[config.mk]
export PLATFORM = sky130hd
export DESIGN_NAME = data_mem_responder_flat
export DESIGN_NICKNAME = d
export VERILOG_FILES = /design/src/rtl/data_mem_responder_if.sv /design/src/rtl/data_mem_responder.sv /design/src/flat_wrapper.sv
export SDC_FILE = /design/constraint.sdc
export NUM_CORES = 2
export LEC_CHECK = 0
export CELL_PAD_IN_SITES_DETAIL_PLACEMENT = 1
export CELL_PAD_IN_SITES_GLOBAL_PLACEMENT = 1
export CORE_MARGIN = 1
export CORE_UTILIZATION = 45
export CTS_CLUSTER_SIZE = 16
export DETAILED_ROUTE_END_ITERATION = 7
export PLACE_DENSITY = 0.8
export SYNTH_ARGS = -nofsm -noshare
export SYNTH_HDL_FRONTEND = slang
export SYNTH_SLANG_ARGS = --single-unit
[constraint.sdc]
create_clock -name Clk -period 12 [get_ports Clk]
set_input_delay 3 -clock Clk [delete_from_list [all_inputs] [get_ports Clk]]
set_output_delay 3 -clock Clk [all_outputs]
set_load 0.05 [all_outputs]
[src/rtl/data_mem_responder_if.sv]
// Request/response bus between an initiator and the data memory responder.
// master drives requests and RespReady; slave returns ready, response and error count.
interface data_mem_responder_if;
    logic        ReqValid;
    logic        ReqWE;
    logic [31:0] ReqAddr;
    logic [31:0] ReqWData;
    logic        ReqReady;
    logic        RespValid;
    logic        RespReady;
    logic [31:0] RespRData;
    logic        RespErr;
    logic [7:0]  ErrCount;

    modport master (
        output ReqValid, ReqWE, ReqAddr, ReqWData, RespReady,
        input  ReqReady, RespValid, RespRData, RespErr, ErrCount
    );

    modport slave (
        input  ReqValid, ReqWE, ReqAddr, ReqWData, RespReady,
        output ReqReady, RespValid, RespRData, RespErr, ErrCount
    );
endinterface

[src/rtl/data_mem_responder.sv]
// Single-outstanding word memory responder with programmable wait states.
// Ports: Clk, Reset (sync, active-low), bus (slave side of the request/response bus).
module data_mem_responder #(
    parameter int WAIT_CYCLES = 2,
    parameter int DEPTH       = 64
) (
    input  logic                Clk,
    input  logic                Reset,
    data_mem_responder_if.slave bus
);
    localparam int AW = $clog2(DEPTH);

    localparam logic [1:0] IDLE = 2'd0;
    localparam logic [1:0] WAIT = 2'd1;
    localparam logic [1:0] RESP = 2'd2;

    logic [1:0]  state;
    logic [3:0]  cnt;
    logic        we_q;
    logic [31:0] addr_q;
    logic [31:0] wdata_q;
    logic [31:0] rdata_q;
    logic        err_q;
    logic [7:0]  err_cnt;
    logic [31:0] mem [DEPTH];

    logic          accept;
    logic          enter_resp;
    logic          src_we;
    logic [31:0]   src_addr;
    logic [31:0]   src_wdata;
    logic          fault;
    logic [AW-1:0] idx;

    assign accept = bus.ReqValid && bus.ReqReady;

    // With zero wait cycles the response is built on the accept edge itself,
    // so the live request inputs are used instead of the latched copy.
    always_comb begin
        src_we    = we_q;
        src_addr  = addr_q;
        src_wdata = wdata_q;
        if (state == IDLE) begin
            src_we    = bus.ReqWE;
            src_addr  = bus.ReqAddr;
            src_wdata = bus.ReqWData;
        end
    end

    assign fault = (src_addr[1:0] != 2'b00) ||
                   ({2'b00, src_addr[31:2]} >= 32'(DEPTH));
    assign idx   = src_addr[AW+1:2];

    always_comb begin
        enter_resp = 1'b0;
        if (state == IDLE)
            enter_resp = accept && (WAIT_CYCLES == 0);
        else if (state == WAIT)
            enter_resp = (cnt == 4'd0);
    end

    always_ff @(posedge Clk) begin
        if (!Reset) begin
            state   <= IDLE;
            cnt     <= 4'd0;
            we_q    <= 1'b0;
            addr_q  <= 32'd0;
            wdata_q <= 32'd0;
            rdata_q <= 32'd0;
            err_q   <= 1'b0;
            err_cnt <= 8'd0;
        end else begin
            case (state)
                IDLE: begin
                    if (accept) begin
                        we_q    <= bus.ReqWE;
                        addr_q  <= bus.ReqAddr;
                        wdata_q <= bus.ReqWData;
                        if (WAIT_CYCLES == 0) begin
                            state <= RESP;
                        end else begin
                            state <= WAIT;
                            cnt   <= 4'(WAIT_CYCLES - 1);
                        end
                    end
                end
                WAIT: begin
                    if (cnt == 4'd0)
                        state <= RESP;
                    else
                        cnt <= cnt - 4'd1;
                end
                RESP: begin
                    if (bus.RespReady) begin
                        state <= IDLE;
                        err_q <= 1'b0;
                    end
                end
                default: state <= IDLE;
            endcase

            if (enter_resp) begin
                err_q   <= fault;
                rdata_q <= (!src_we && !fault) ? mem[idx] : 32'd0;
                if (fault && err_cnt != 8'hFF)
                    err_cnt <= err_cnt + 8'd1;
            end
        end
    end

    // Storage is never reset; a reset edge also blocks a pending write.
    always_ff @(posedge Clk) begin
        if (Reset && enter_resp && src_we && !fault)
            mem[idx] <= src_wdata;
    end

    assign bus.ReqReady  = Reset && (state == IDLE);
    assign bus.RespValid = (state == RESP);
    assign bus.RespRData = rdata_q;
    assign bus.RespErr   = err_q && (state == RESP);
    assign bus.ErrCount  = err_cnt;
endmodule

[src/flat_wrapper.sv]
// flat-port wrapper written by rule: the top's interface ports become plain ports
module data_mem_responder_flat 
#(
    parameter int WAIT_CYCLES = 2,
    parameter int DEPTH       = 64
)
  (Clk, Reset, bus_ReqValid, bus_ReqWE, bus_ReqAddr, bus_ReqWData, bus_RespReady, bus_ReqReady, bus_RespValid, bus_RespRData, bus_RespErr, bus_ErrCount);
  data_mem_responder_if bus_i ();
  input  logic Clk;
  input  logic Reset;
  input wire logic [$bits(bus_i.ReqValid)-1:0] bus_ReqValid;
  input wire logic [$bits(bus_i.ReqWE)-1:0] bus_ReqWE;
  input wire logic [$bits(bus_i.ReqAddr)-1:0] bus_ReqAddr;
  input wire logic [$bits(bus_i.ReqWData)-1:0] bus_ReqWData;
  input wire logic [$bits(bus_i.RespReady)-1:0] bus_RespReady;
  output wire logic [$bits(bus_i.ReqReady)-1:0] bus_ReqReady;
  output wire logic [$bits(bus_i.RespValid)-1:0] bus_RespValid;
  output wire logic [$bits(bus_i.RespRData)-1:0] bus_RespRData;
  output wire logic [$bits(bus_i.RespErr)-1:0] bus_RespErr;
  output wire logic [$bits(bus_i.ErrCount)-1:0] bus_ErrCount;
  assign bus_i.ReqValid = bus_ReqValid;
  assign bus_i.ReqWE = bus_ReqWE;
  assign bus_i.ReqAddr = bus_ReqAddr;
  assign bus_i.ReqWData = bus_ReqWData;
  assign bus_i.RespReady = bus_RespReady;
  assign bus_ReqReady = bus_i.ReqReady;
  assign bus_RespValid = bus_i.RespValid;
  assign bus_RespRData = bus_i.RespRData;
  assign bus_RespErr = bus_i.RespErr;
  assign bus_ErrCount = bus_i.ErrCount;
  data_mem_responder #(.WAIT_CYCLES(WAIT_CYCLES), .DEPTH(DEPTH)) u_core (.Clk(Clk), .Reset(Reset), .bus(bus_i));
endmodule
## Yosys cells after proc, flatten, opt, wreduce, memory -nomap -nowiden

Memories as Yosys holds them, arrays and structs flattened.
Cells that the tools add are included.

- Input port bits: 69
- Output and inout bits: 43
- ROM bits: 0
- Bits in registers: 112
- Bits in latches: 0
- Word-level logic and storage cells: 59
- Memories: 1
- Bits in writable memories: 2048

Memory list:

| memory | words | width | rd ports | clocked after Yosys merged registers in | write ports | line | RTL |
|---|---|---|---|---|---|---|---|
| u_core.mem | 64 | 32 | 1 | 0 | 1 | data_mem_responder.sv:25 | `logic [31:0] mem [DEPTH];` |

- Multiplexer cells: 18
- Add/subtract/negate cells: 2
- Order comparisons: 1
- $mul: 0
- Equality and inequality tests: 7
- Bitwise logic cells: 0
- Shifts and indexed selects: 0
- Reductions and logical operators: 22
- Div/mod/pow operators: 0

Operators by type and width:

| operator | count |
|---|---|
| $mux 32 | 3 |
| $ge 30x7->1 const B | 1 |
| $add 8x1->8 const B | 1 |
| $logic_and 1x1->1 | 8 |
| $mux 1 | 8 |
| $mux 4 | 2 |
| $ne 8x8->1 const B | 1 |
| $pmux 4 s2 | 1 |
| $reduce_bool 2->1 | 4 |
| $mux 2 | 3 |
| $ne 2x2->1 const B | 3 |
| $pmux 2 s3 | 1 |
| $reduce_and 2->1 | 3 |
| $reduce_and 3->1 | 2 |
| $logic_not 4->1 | 1 |
| $sub 4x1->4 const B | 1 |
| $eq 2x1->1 const B | 1 |
| $eq 2x2->1 const B | 1 |
| $logic_not 1->1 | 2 |
| $logic_not 2->1 | 1 |
| $ne 2x1->1 const B | 1 |
| $logic_or 1x1->1 | 1 |

## Longest topological paths before layout

- Depth in word-level cells: 8
- Gate-level depth with buffers: 14
- Mapped depth without buffers: 9

## Worst setup path before layout

Ideal clock, no wire load.

- Path kind: input to output
- Start point: input port Reset
- End point: output port bus_ReqReady
- Arrival: 4.343 ns
- Cell stages on the path: 4
- Data required time: 9.000 ns
- Slack: 4.657 ns
- Buffers on the path: 2
- Path through: clkbuf_1 > clkinv_1 > clkbuf_1 > nor2_1

- Cells in the longest elaborated chain, start to end: 1

Ends and longest elaborated chain:

| what | line | RTL |
|---|---|---|
| start, declared | flat_wrapper.sv:10 | `input logic Reset;` |
| $logic_and 1x1->1 | data_mem_responder.sv:117 | `assign bus.ReqReady = Reset && (state == IDLE);` |
| end, declared | flat_wrapper.sv:16 | `output wire logic [$bits(bus_i.ReqReady)-1:0] bus_ReqReady;` |

Every way passes these cells.

## Final worst setup path

Same ends and word-level chain as after synthesis.

==> impl_metrics.toml <==
[clock_tree]
ctsHoldBuffers = 0
clockRootBuffer = "sky130_fd_sc_hd__clkbuf_16"
cts_num_sinks = 2160
post-cts-setup-buffers = 0
clk_transition_reported_paths_ns = 0.06
clock_latency_ns = 0.87
cts-htree-levels = 4
post_cts_resize_count = 0
cts_tree = "yes"
cts_buffer_depth = 3
tritoncts.num_buffers = 212

[global_route]
grt_max_degree = 134
via_count_of_the_first_global_routing_pass = 57843
globalRoute.totalOverflow = 0
initial_antenna_violation_count = 33
grt_first_pass_wirelength_um = 436900
track_usage_pct = 33.54

[timing]
timing.final.crit_share_pct = 67.31
report.final.hold_viol_count = 0
post_route_setup_tns_ns = 0
timing.max_slew.rel_slack_pct = -17.18
unrepaired_setup_endpoints_after_global_routing = "no"
post-route-worst-setup-slack_ns = 3.923
min_period_ns = 8.077
tightestPinTransition_ns = 1.746
max_clock_freq_mhz = 123.8
worst_clock_skew_ns = 0.04116
setup_violations = 0
finalMaxSlewViolations = 4

[critical_path]
rr_endpoint = "u_core.bus.RespRData[22]$_SDFFE_PN0P_"
critPathKind = "in2out"
critical_path_buf_inv_count = 5
setup.worst_path.end_class = "output pin"
reg2reg_from = "u_core.state[1]$_SDFFE_PN0P_"
critical-path-top-cell-by-count = "sky130_fd_sc_hd__buf_4"
worst-endpoint-arrival_ns = 5.08
reg2reg_depth = 10
start_kind = "primary input"
crit_family = "buffers and inverters"
maximum_fanout_along_the_worst_path = 69
worst_ep_required_time_ns = 9.00
worst-r2r-setup-slack_ns = 5.74
critical_path.max_stage_delay_ns = 0.82
cells_along_the_critical_path = "buf_2, buf_4, clkinv_1, buf_4, nor2_1, clkdlybuf4s50_1"
timing.critical_path.slowest_stage_cell = "sky130_fd_sc_hd__clkdlybuf4s50_1"

[die]
core_area_mm2 = 0.1809
num_rows = 156
die_y_um = 428.9
die-width_um = 428.9
design.die.area_mm2 = 0.1840
top_level_ports = 112
start_util_pct = 45.33

[synth]
synth_top_cell_area_share_pct = 74.98
post_synth_xor_area_fraction_pct = 0.08542
synthSimpleGateAreaFrac_pct = 8.077
synthTopCellsByArea = "sky130_fd_sc_hd__edfxtp_1, sky130_fd_sc_hd__nand2_1, sky130_fd_sc_hd__dfxtp_1"
postSynthAreaPerCell_um2 = 14.61
synthMostInstantiatedCell = "sky130_fd_sc_hd__edfxtp_1"
synthDistinctLibCells = 81
ys_seq_elements = 2160
synth-edff-count = 2048
synthesis.nets = 5684
synthAdderAreaFrac_pct = 0.03051
synth-async-reset-ratio_pct = 0
netlist_instances = 5613
synth.top_cells.by_count = "sky130_fd_sc_hd__edfxtp_1, sky130_fd_sc_hd__nand2_1, sky130_fd_sc_hd__a21oi_1, sky130_fd_sc_hd__o22ai_1, sky130_fd_sc_hd__nor2_1"
largest_family_of_logic_cells_by_synthesized_area = "compound AO/OA/AOI/OAI gates"
yosys_warnings = 0
share_of_the_synthesized_area_in_compound_gates_ao_oa_aoi_oai_pct = 11.09
synth_top_flop_cell = "sky130_fd_sc_hd__edfxtp_1"
mappedNetlistArea_mm2 = 0.08202
yosysSeqAreaShare_pct = 77.71
muxShareOfSynthArea_pct = 0.9061
netlist.top_cell.by_area = "sky130_fd_sc_hd__edfxtp_1"

[drt]
drt-total-wl_um = 315600
drt-vias-per-instance = 6.959
post-route-drc-count = 0
dr_total_vias = 57339
avgRoutedWirePerCell_um = 38.31
detailedRoute.firstPassIterationCount = 7
ant_nets = 0
detailedRoute.firstIterationViolations = 10713

[final_layout]
area_growth_syn_to_layout_pct = 14.04
nNetsFinal = 5740
postLayoutCellArea_mm2 = 0.09354
final_cell_count_no_fill = 8239
ratio_of_cells_with_drive_above_1_in_the_final_layout_pct = 9.822

[power]
cellPowerDensity_mw_per_mm2 = 187.8
max-vdd-ir-drop_mv = 0.1193
p_leak_nw = 29.66

[worst_hold_path]
min-delay-start = "u_core.wdata_q[30]$_SDFFE_PN0P_"
hold_endpoint = "u_core.wdata_q[30]$_SDFFE_PN0P_"
hold_path_depth = 2
timing.hold.worst.class = "reg2reg"

[placed_design]
io_buffer_count = 111
place_area_mm2 = 0.08634
dpl.cell_count = 7824
gp_congestion = 0.9213
dp_worst_setup_slack_ns = 3.851
hpwlAfterDp_um = 175300

[status]
failed_checks = "capacitance limit, slew limit"
status = "finished, violations left"

[flow_run]
max_cap_violations = 2
==> logic make-up (layout without fill, tap and decap cells) <==
logic type,after synthesis,after routing
fa+ha+maj,2,2
buf+inv,394,635
compound gates,1373,1373
flops,2160,2160
other cells,0,15
simple gates,1604,1604
xor+xnor,8,8
mux,72,72
==> flip-flops by register name, indices dropped and copies added, names as in the netlist <==
name and count:
u_core.state 2, u_core.bus.RespRData 32, u_core.addr_q 32, u_core.bus.ErrCount 8
u_core.cnt 4, u_core.mem 2048, u_core.we_q 1, u_core.err_q 1
u_core.wdata_q 32
==> worst min-delay path: cells and delay by family (launching register included) <==
family / cells / cell delay, ns
and+or+nand+nor: 1 / 0.05
DFF: 1 / 0.31
AOI/OAI and AO/OA: 1 / 0.06
==> metrics by stage <==
stage	utilization, %	hold WS, ns	power (mW)
floorplan	-	0.4353	9.636
global placement	47.70	0.4446	10.53
detailed placement	47.72	0.4558	10.63
CTS	51.66	0.4602	17.42
global route	51.68	0.4810	17.76
finish	51.70	0.4578	17.57
==> final cells by class <==
cell class,count,area (um2)
inverter,19,71.32
fill,17141,87400
timing repair buffer,217,2102
clock inverter,136,1474
clock buffer,263,5670
multi-input combinational,3059,17480
sequential,2160,63740
tap,2370,2965
antenna,15,37.54
==> worst max path at each step <==
stage,start,to,slack (ns),cells after the start
floorplan,Reset,bus_ReqReady,4.66,4
global placement,bus_ReqAddr[2],u_core.bus.RespRData[25]$_SDFFE_PN0P_,3.38,10
detailed placement,bus_ReqAddr[2],u_core.bus.RespRData[16]$_SDFFE_PN0P_,3.85,10
CTS,Reset,bus_ReqReady,3.91,6
global route,Reset,bus_ReqReady,3.78,6
finish,Reset,bus_ReqReady,3.92,6
==> per-layer routing <==
layer	GRT usage (%)	up-vias	wire [um]
met2	49.65	5219	138000
met3	10.11	1241	46410
li1	-	21977	-
met5	0.3383	-	239
met4	23.93	26	25540
met1	42.06	28876	105400
==> power breakdown <==
part,internal (mW),switching [mW],total (mW)
logic,0.406,1.71,2.11
registers,8.48,0.0188,8.50
clock network,3.97,2.98,6.96
==> layout by cell type, fill, tap and decap left out, types with 8 or more instances in the layout <==
master / n
sky130_fd_sc_hd__a211oi_1: 34
sky130_fd_sc_hd__a21oi_1: 364
sky130_fd_sc_hd__a222oi_1: 13
sky130_fd_sc_hd__a22o_1: 24
sky130_fd_sc_hd__a22oi_1: 16
sky130_fd_sc_hd__a31oi_1: 98
sky130_fd_sc_hd__a32o_1: 28
sky130_fd_sc_hd__a32oi_1: 167
sky130_fd_sc_hd__and3_1: 8
sky130_fd_sc_hd__buf_12: 16
sky130_fd_sc_hd__buf_4: 90
sky130_fd_sc_hd__bufinv_16: 29
sky130_fd_sc_hd__clkbuf_1: 37
sky130_fd_sc_hd__clkbuf_16: 215
sky130_fd_sc_hd__clkbuf_8: 11
sky130_fd_sc_hd__clkdlybuf4s50_1: 110
sky130_fd_sc_hd__clkinv_1: 45
sky130_fd_sc_hd__clkinv_2: 44
sky130_fd_sc_hd__dfxtp_1: 112
sky130_fd_sc_hd__diode_2: 15
sky130_fd_sc_hd__edfxtp_1: 2048
sky130_fd_sc_hd__inv_1: 17
sky130_fd_sc_hd__mux2i_1: 63
sky130_fd_sc_hd__nand2_1: 1106
sky130_fd_sc_hd__nand2_4: 31
sky130_fd_sc_hd__nand3_1: 106
sky130_fd_sc_hd__nand4_1: 12
sky130_fd_sc_hd__nor2_1: 110
sky130_fd_sc_hd__nor2_4: 66
sky130_fd_sc_hd__nor2b_1: 10
sky130_fd_sc_hd__nor3_1: 46
sky130_fd_sc_hd__nor4_1: 42
sky130_fd_sc_hd__o2111ai_1: 10
sky130_fd_sc_hd__o21ai_0: 114
sky130_fd_sc_hd__o221ai_1: 38
sky130_fd_sc_hd__o22a_1: 29
sky130_fd_sc_hd__o22ai_1: 346
sky130_fd_sc_hd__o31ai_1: 17
sky130_fd_sc_hd__or4_1: 15
Note: power is estimated with default switching activity, not from simulation.
